File: src/rtl/bypass_rf_wr_arb.sv
// ---------------------------------------------------------------------------
// bypass_rf_wr_arb
//
// Round-robin arbiter that merges up to num_req writer requests onto the two
// write ports of a register file. Each cycle it grants at most two
// requesters. Port 1 goes to the first valid requester found when scanning
// from the round-robin pointer. Port 2 goes to the next valid requester whose
// target name differs from the port-1 name, so the two ports never write the
// same register in one cycle. Grants become registered write-port outputs one
// cycle later.
//
// Parameters
//   data_width : width of write data
//   name_width : width of a register name
//   num_req    : number of requesters, 2..8
//
// Ports
//   CLK, RST              : clock (rising edge) and asynchronous active-low reset
//   REQ_V     [num_req]   : per-requester write valid
//   REQ_NAME  [num_req*name_width] : requester k at [k*name_width +: name_width]
//   REQ_DATA  [num_req*data_width] : requester k at [k*data_width +: data_width]
//   REQ_RDY   [num_req]   : combinational accept, high only for granted requesters
//   HOLD                  : suppresses every grant while high
//   WE_1/NAME_IN_1/D_IN_1 : registered write port 1
//   WE_2/NAME_IN_2/D_IN_2 : registered write port 2
//   WR_CNT    [16]        : saturating count of accepted writes
// ---------------------------------------------------------------------------
module bypass_rf_wr_arb #(
    parameter int data_width = 32,
    parameter int name_width = 2,
    parameter int num_req    = 4
) (
    input  logic                          CLK,
    input  logic                          RST,
    input  logic [num_req-1:0]            REQ_V,
    input  logic [num_req*name_width-1:0] REQ_NAME,
    input  logic [num_req*data_width-1:0] REQ_DATA,
    output logic [num_req-1:0]            REQ_RDY,
    input  logic                          HOLD,
    output logic [name_width-1:0]         NAME_IN_1,
    output logic [data_width-1:0]         D_IN_1,
    output logic                          WE_1,
    output logic [name_width-1:0]         NAME_IN_2,
    output logic [data_width-1:0]         D_IN_2,
    output logic                          WE_2,
    output logic [15:0]                   WR_CNT
);

    // Pointer width; SW has one extra bit so ptr + offset cannot overflow
    // before the explicit modulo reduction.
    localparam int PW = $clog2(num_req);
    localparam int SW = PW + 1;
    localparam logic [PW-1:0] LAST_IDX = PW'(num_req - 1);

    logic [PW-1:0]         ptr_q;
    logic [PW-1:0]         ptr_d;
    logic [15:0]           cnt_q;
    logic [15:0]           cnt_d;
    logic                  we1_q;
    logic                  we2_q;
    logic [name_width-1:0] name1_q;
    logic [name_width-1:0] name2_q;
    logic [data_width-1:0] d1_q;
    logic [data_width-1:0] d2_q;

    logic [name_width-1:0] name_arr [num_req];
    logic [data_width-1:0] data_arr [num_req];
    logic [PW-1:0]         scan_idx [num_req];

    logic                  grant_en;
    logic                  g1_v;
    logic                  g2_v;
    logic [PW-1:0]         g1_idx;
    logic [PW-1:0]         g2_idx;
    logic [PW-1:0]         last_idx;
    logic [16:0]           cnt_sum;

    genvar gi;

    // Unflatten the per-requester name and data buses.
    generate
        for (gi = 0; gi < num_req; gi++) begin : g_unpack
            assign name_arr[gi] = REQ_NAME[gi*name_width +: name_width];
            assign data_arr[gi] = REQ_DATA[gi*data_width +: data_width];
        end
    endgenerate

    // scan_idx[i] = (ptr + i) mod num_req. The wrap is a compare-and-subtract
    // rather than a bit truncation so non-power-of-two num_req works too.
    generate
        for (gi = 0; gi < num_req; gi++) begin : g_scan
            logic [SW-1:0] sum;
            assign sum = {1'b0, ptr_q} + SW'(gi);
            assign scan_idx[gi] = (sum >= SW'(num_req)) ? PW'(sum - SW'(num_req))
                                                        : PW'(sum);
        end
    endgenerate

    // Grants are allowed only while out of reset and not held. Gating on RST
    // keeps REQ_RDY low during reset, because the registers cannot capture
    // anything then.
    assign grant_en = RST & ~HOLD;

    // Two-winner scan in round-robin order. A port-2 candidate that targets
    // the same name as the port-1 winner is passed over, and that requester
    // stays pending for a later cycle.
    always_comb begin
        g1_v   = 1'b0;
        g2_v   = 1'b0;
        g1_idx = '0;
        g2_idx = '0;
        for (int i = 0; i < num_req; i++) begin
            if (grant_en && REQ_V[scan_idx[i]]) begin
                if (!g1_v) begin
                    g1_v   = 1'b1;
                    g1_idx = scan_idx[i];
                end else if (!g2_v && (name_arr[scan_idx[i]] != name_arr[g1_idx])) begin
                    g2_v   = 1'b1;
                    g2_idx = scan_idx[i];
                end
            end
        end
    end

    // Accept strobes are exactly the grant set.
    always_comb begin
        REQ_RDY = '0;
        for (int k = 0; k < num_req; k++) begin
            REQ_RDY[k] = (g1_v && (g1_idx == PW'(k))) || (g2_v && (g2_idx == PW'(k)));
        end
    end

    // The pointer moves past the last requester granted in scan order, which
    // is the port-2 winner when there is one.
    assign last_idx = g2_v ? g2_idx : g1_idx;

    always_comb begin
        ptr_d = ptr_q;
        if (g1_v) begin
            ptr_d = (last_idx == LAST_IDX) ? '0 : last_idx + PW'(1);
        end
    end

    // Saturating write counter. The 17-bit sum catches 0xFFFE + 2 as well as
    // 0xFFFF + 1.
    assign cnt_sum = {1'b0, cnt_q} + 17'(g1_v) + 17'(g2_v);
    assign cnt_d   = cnt_sum[16] ? 16'hFFFF : cnt_sum[15:0];

    // The asynchronous reset also clears a write that has been registered but
    // not yet consumed, so no partial write can reach the register file.
    always_ff @(posedge CLK or negedge RST) begin
        if (!RST) begin
            ptr_q   <= '0;
            cnt_q   <= '0;
            we1_q   <= 1'b0;
            we2_q   <= 1'b0;
            name1_q <= '0;
            name2_q <= '0;
            d1_q    <= '0;
            d2_q    <= '0;
        end else begin
            ptr_q <= ptr_d;
            cnt_q <= cnt_d;
            we1_q <= g1_v;
            we2_q <= g2_v;
            // An unused port keeps its last name and data; only WE drops.
            if (g1_v) begin
                name1_q <= name_arr[g1_idx];
                d1_q    <= data_arr[g1_idx];
            end
            if (g2_v) begin
                name2_q <= name_arr[g2_idx];
                d2_q    <= data_arr[g2_idx];
            end
        end
    end

    assign WE_1      = we1_q;
    assign NAME_IN_1 = name1_q;
    assign D_IN_1    = d1_q;
    assign WE_2      = we2_q;
    assign NAME_IN_2 = name2_q;
    assign D_IN_2    = d2_q;
    assign WR_CNT    = cnt_q;

endmodule
File: config.mk
export PLATFORM = sky130hd
export DESIGN_NAME = bypass_rf_wr_arb
export DESIGN_NICKNAME = d
export VERILOG_FILES = /design/src/rtl/bypass_rf_wr_arb.sv
export SDC_FILE = /design/constraint.sdc
export NUM_CORES = 1
export LEC_CHECK = 0
export ABC_AREA = 1
export BUFFER_PORTS_ARGS = -buffer_cell sky130_fd_sc_hd__buf_2
export CORE_MARGIN = 3
export CORE_UTILIZATION = 50
export CTS_CLUSTER_SIZE = 25
export DETAILED_ROUTE_END_ITERATION = 10
export PLACE_DENSITY = 0.78
export SYNTH_ARGS = -nofsm -noshare
export SYNTH_HDL_FRONTEND = slang
export SYNTH_SLANG_ARGS = --single-unit
File: constraint.sdc
create_clock -name CLK -period 5.7 [get_ports CLK]
set_input_delay 0.285 -clock CLK [delete_from_list [all_inputs] [get_ports CLK]]
set_output_delay 0.285 -clock CLK [all_outputs]
set_load 0.005 [all_outputs]
==> results of run 1 <==
-- Yosys cell counts (all sizes together) (10+ instances only) --
library cell  instances  area [um^2]
o211ai               21          158
a22oi                31          233
nand3               110          581
nand2               314         1230
a31oi                12         75.1
nand3b               31          233
o22ai                10         62.6
o21ai                44          224
clkbuf               23         86.3
a21oi                25          129
dfrtp                88         2200
nor2                 53          216
buf                  29          201
inv                 117          442
a41oi                19          166
-- cell usage in the layout, fill, tap and decap left out, drive strengths merged, types with 21 or more instances in the layout --
| cell type | count |
|---|---|
| a22oi | 31 |
| o21ai | 44 |
| nand3b | 31 |
| o211ai | 21 |
| inv | 118 |
| nor2 | 53 |
| a21oi | 25 |
| nand3 | 110 |
| buf | 245 |
| dfrtp | 88 |
| nand2 | 314 |
-- cell families (layout without fill, tap and decap cells) --
group	after synthesis	count (layout)
and+or+nand+nor	524	524
buffers and inverters	171	379
AOI/OAI and AO/OA	164	164
DFF	88	88
xor gates and xnor gates	5	5
adders and majority gates	3	3
other	0	4
-- final timing paths --
kind                          startpoint      endpoint  depth (start not counted)
setup / recovery                ptr_q[0]    REQ_RDY[2]                         24
hold / removal                       RST     D_IN_1[3]                          2
setup reg to reg                ptr_q[0]    WR_CNT[13]                         29
hold reg to reg               D_IN_2[10]    D_IN_2[10]                          2
max in group asynchronous            RST  NAME_IN_1[0]                          3
min in group CLK           REQ_DATA[108]    D_IN_2[12]                          3
-- state kept, by name, indices dropped and copies added (netlist names) --
| signal | flops |
|---|---|
| WE_2 | 1 |
| NAME_IN_2 | 2 |
| D_IN_1 | 32 |
| NAME_IN_1 | 2 |
| ptr_q | 2 |
| WE_1 | 1 |
| WR_CNT | 16 |
| D_IN_2 | 32 |
-- metal layers --
metal  share of wire, %  global-route usage [%]
met5                  0                       0
met4                2.8                    12.2
met3                 11                    8.15
met2                 45                    48.4
met1                 41                    43.0
-- stage by stage --
stage	total power [uW]	hold slack, ns	std cells	utilization, %	area, um^2
after floorplan	2880	-0.0106	955	-	6440
after global placement	3670	0.380	1316	62.1	7640
after detailed placement	3700	0.377	1316	62.1	7640
after CTS	4310	0.00261	1331	64.5	7940
after global routing	4720	0.0191	1334	64.5	7940
final	4330	-0.00624	1335	64.5	7950
-- power by group through the flow --
stage / combinational [uW] / sequential (uW) / clock, uW
after floorplan: 1780 / 1110 / 0
after global placement: 2560 / 1120 / 0
after detailed placement: 2580 / 1120 / 0
after CTS: 2590 / 1120 / 606
after global routing: 2940 / 1150 / 626
final: 2620 / 1120 / 593
-- worst register-to-register path, delay by kind of cell, from the launching register on --
| family | cells | cell delay, ns |
|---|---|---|
| flip-flops | 1 | 0.77 |
| AO/OA/AOI/OAI | 2 | 0.29 |
| adder cells (fa/ha/maj) | 3 | 0.95 |
| buffers and inverters | 4 | 0.47 |
| AND/OR/NAND/NOR | 20 | 1.99 |
-- final cells by class --
| class | count | area share, % |
|---|---|---|
| antenna | 4 | 0.126 |
| clock buffer | 13 | 3.53 |
| clock inverter | 2 | 0.157 |
| inverter | 119 | 5.65 |
| multi-input combinational | 696 | 44.3 |
| sequential | 88 | 27.7 |
| tap | 168 | 2.65 |
| timing repair buffer | 245 | 15.9 |
==> results.yml, run 1 <==
detailed_routing:
  antenna_left: 0
  drt_iter0_drc: 760
  drt_first_pass_iters: 5
  vias_per_cell: 5.57
  drcViolationCount: 0
  routedWlPerCell_um: 17.2
  wirelength_um: 22900
  num_vias: 7434
power_and_ir_drop:
  powerDensity_nw_per_um2: 545
  p_sw_share_pct: 49.6
  p_leak_uw: 0.00433
  clockPowerShare_pct: 13.7
  seqPwrFrac_pct: 25.9
  power_frac_comb_pct: 60.5
  p_sw_uw: 2150
  max-vdd-ir-drop_mv: 0.317
  p_int_uw: 2180
synth:
  syn_nets: 1101
  synth-edff-count: 0
  synth_top_family_by_area: "simple AND/OR/NAND/NOR gates"
  yosys.area_share.adder_pct: 0.699
  ys_types: 38
  synth_xor_area_share_pct: 0.680
  syn-cell-area_um2: 6440
  syn_avg_cell_area_um2: 6.75
  synth_top_flop_cell: "dfrtp_1"
  ys_ff_latch: 88
  synth-simple-area-share_pct: 36.5
  synth_cells: 955
  synth_mux_area_share_pct: 0
  ys_seq_area_share_pct: 34.2
  yosys_warnings: 0
  synthArstFlopShare_pct: 100
  synth_compound_area_share_pct: 16.5
global_route:
  overflow: 0
  grt_use_total_pct: 31.6
  grt_start_max_net_pins: 74
  antenna_found_initial: 3
  grt_pass1_wl_um: 36200
  grt_pass1_vias: 6834
clock_network:
  cts_hold_buf: 0
  cts.clk_slew.worst_paths_ns: 0.06
  h-tree-depth: 3
  cts.repair.resized: 0
  cts_setup_buffers: 0
  max-clock-path-buffers: 2
  numCtsBuffers: 9
  numClockSinks: 88
  clkLatencyLatePin_ns: 0.35
  cts_tree: "yes"
  clock-root-buffer: "clkbuf_16"
critical_path:
  path_common_cell: "nand2_1"
  critical_path_arrival_ns: 4.71
  worstPathCellList: "inv_2 > nand2_2 > nand3_1 > nand3_2 > inv_2 > ha_1 > inv_1 > nand3_1 > nand2_2 > nand2_1 > nand3_1 > nand2_1 > nand2_1 > nand2_1 > nand2_1 > nand2_1 > nand2_1 > nand2_2 > nand2_2 > nand2_4 > nand2_4 > inv_1 > o21ai_0 > buf_2"
  end_kind: "output pin"
  critPathTopFamily: "simple AND/OR/NAND/NOR gates"
  critPathMaxFanout: 73
  crit_path_start_kind: "flip-flop"
  r2r_setup_slack_ns: 1.11
  slowest_stage: "dfrtp_1"
  path_buf_inv: 5
  cpPeakStageDelay_ns: 0.77
  crit_required_ns: 5.41
  critPathKind: "flip-flop to output pin"
finish:
  drive_gt1_share_pct: 25.9
  nets: 1305
  regArea_um2: 2200
  syn_to_final_growth_pct: 23.3
  fillers: 1172
  multi_input_area_um2: 3520
floorplanning:
  fp.dieH_um: 120
  initial_core_util_pct: 52.3
  rows: 40
  pin_count: 233
  core-area_um2: 12300
  die_width_um: 120
  die_area_um2: 14300
sta:
  finalHoldViolations: 3
  worst_pin_slew_ns: 0.909
  setup_viol: 0
  holdWs_ns: -0.00624
  fin_crit_sh_pct: 87.7
  rsz0062_at_grt: "false"
  finClkSkew_ns: 0.00413
  max_freq_ghz: 0.200
  slew_viol_final: 0
  setup_ws_ns: 0.701
  period_needed_ns: 5.00
  max_slew_margin_pct: 39.4
  timing.setup.tns_ns: 0
place:
  dp_slack_ns: 1.16
  gp_congestion: 1.00
  hpwl_um: 16200
  portBuffers: 232
job:
  maxCapViolCount: 0
run_status:
  violations: "negative hold slack"
  status: "complete, but fails checks"
min_path:
  hold_class: "input pin to async pin"
Power figures use the tool's default switching activity.
==> inputs of run 2 (changes only) <==
--- a/config.mk
+++ b/config.mk
@@ -7,7 +7,7 @@
 export LEC_CHECK = 0
 export ABC_AREA = 1
 export BUFFER_PORTS_ARGS = -buffer_cell sky130_fd_sc_hd__buf_2
-export CORE_MARGIN = 3
+export CORE_MARGIN = 2
 export CORE_UTILIZATION = 50
 export CTS_CLUSTER_SIZE = 25
 export DETAILED_ROUTE_END_ITERATION = 10
==> results.yml, run 2 (same netlist as run 1, synthesis figures left out) <==
run_status:
  status: "completed"
global_route:
  grt_use_total_pct: 32.4
  grt_start_max_net_pins: 74
  antenna_found_initial: 3
  grt_pass1_wl_um: 36000
  grt_pass1_vias: 6678
  overflow: 0
finish:
  syn_to_final_growth_pct: 23.3
  final_cell_mix: "nand2_1, buf_2, inv_1"
  final_common_cell: "nand2_1"
  post-route-cell-area_um2: 7950
  drive_gt1_share_pct: 26.0
  nets: 1306
critical_path:
  cpPeakStageDelay_ns: 0.82
  cp.depth: 20
  path_common_cell: "nand2_2"
  worstPathCellList: "inv_2 > nand2_2 > nand3_1 > nand3_2 > inv_2 > ha_1 > inv_1 > nand2_1 > nand2_2 > nand2_2 > nand3_1 > nand3_1 > nand3b_1 > nand2_1 > a21oi_2 > nand2_2 > nand2_4 > nand2_4 > o22ai_1 > buf_2"
  ff2ff_path_depth: 26
  critPathTopFamily: "simple AND/OR/NAND/NOR gates"
  slowest_stage: "dfrtp_1"
  crit_path_start_kind: "flip-flop"
  critPathKind: "flip-flop to output pin"
  r2r_setup_slack_ns: 1.01
  crit_required_ns: 5.41
  critPathMaxFanout: 73
  path_buf_inv: 4
  end_kind: "output pin"
  critical_path_arrival_ns: 4.63
power_and_ir_drop:
  p_leak_uw: 0.00433
  powerDensity_nw_per_um2: 544
  max-vdd-ir-drop_mv: 0.297
  p_total_uw: 4320
clock_network:
  numCtsBuffers: 9
  numClockSinks: 88
  cts_hold_buf: 0
  cts.clk_slew.worst_paths_ns: 0.07
  clock-root-buffer: "clkbuf_16"
  h-tree-depth: 3
  cts_tree: "yes"
  clkLatencyLatePin_ns: 0.35
  cts_setup_buffers: 0
  cts.repair.resized: 0
  max-clock-path-buffers: 2
sta:
  period_needed_ns: 4.91
  rsz0062_at_grt: "false"
  fin_crit_sh_pct: 86.1
  worst_pin_slew_ns: 0.836
  timing.setup.tns_ns: 0
  finalHoldViolations: 0
  slew_viol_final: 0
  max_slew_margin_pct: 44.2
  setup_viol: 0
  finClkSkew_ns: 0.00643
  max_freq_ghz: 0.204
floorplanning:
  initial_core_util_pct: 51.1
  die_width_um: 118
  die_area_um2: 13800
  pin_count: 233
  core-area_um2: 12600
  fp.dieH_um: 118
  rows: 41
job:
  maxCapViolCount: 0
detailed_routing:
  antenna_left: 0
  routedWlPerCell_um: 16.9
  drt_iter0_drc: 869
  vias_per_cell: 5.58
  drcViolationCount: 0
  wirelength_um: 22600
  drt_first_pass_iters: 5
  num_vias: 7475
place:
  portBuffers: 232
  dpl_cell_area_um2: 7650
  hpwl_um: 16100
  gp_congestion: 0.994
min_path:
  hold_class: "input pin to async pin"
run 2: area by class of cell:
cell class | instances | area, um^2
fillers | 1249 | 4670
clock buffers | 10 | 239
repair buffers | 246 | 1270
flip-flops and latches | 88 | 2200
diodes | 3 | 7.51
multi-input cells | 696 | 3520
inverters | 119 | 449
clock inverters | 6 | 43.8
well taps | 172 | 215
run 2: per-layer routing:
layer  vias up  wire length (um)  share of wire, %  global-route usage, %
met5         -                 0                 0                      0
met3        47              1970               8.7                   6.78
met4         0               665               2.9                   11.9
met2       406             10200                45                   50.2
met1      3444              9760                43                   44.8
li1       3578                 -                 -                      -
run 2: final timing paths:
| path | startpoint | end |
|---|---|---|
| hold / removal | RST | D_IN_2[8] |
| setup reg to reg | ptr_q[0] | WR_CNT[13] |
| min in group CLK | REQ_DATA[114] | D_IN_2[18] |
| setup / recovery | ptr_q[0] | REQ_RDY[1] |
| max in group asynchronous | RST | D_IN_2[9] |
| hold reg to reg | D_IN_2[13] | D_IN_2[13] |
run 2: metrics by stage:
| step | utilization, % | hold slack (ns) | instances | worst slack [ns] |
|---|---|---|---|---|
| global placement | 60.7 | 0.428 | 1321 | 1.19 |
| CTS | 62.9 | 0.0622 | 1337 | 0.854 |
| finish | 63.0 | 0.0295 | 1340 | 0.790 |
| global route | 63.0 | 0.0954 | 1340 | 0.358 |
| detailed placement | 60.7 | 0.425 | 1321 | 1.12 |
| floorplan | - | -0.0106 | 955 | 1.59 |
run 2: worst register-to-register path: cells and delay by family (launching register included):
family,cells,cell delay (ns)
compound gates,4,0.58
xor+xnor,1,0.17
flops,1,0.82
simple gates,14,1.59
buf+inv,4,0.48
fa+ha+maj,3,0.94
run 2: power by group:
part	internal [uW]	total, uW	switching [uW]
Clock	309	572	263
Sequential	922	1120	194
Combinational	925	2630	1710
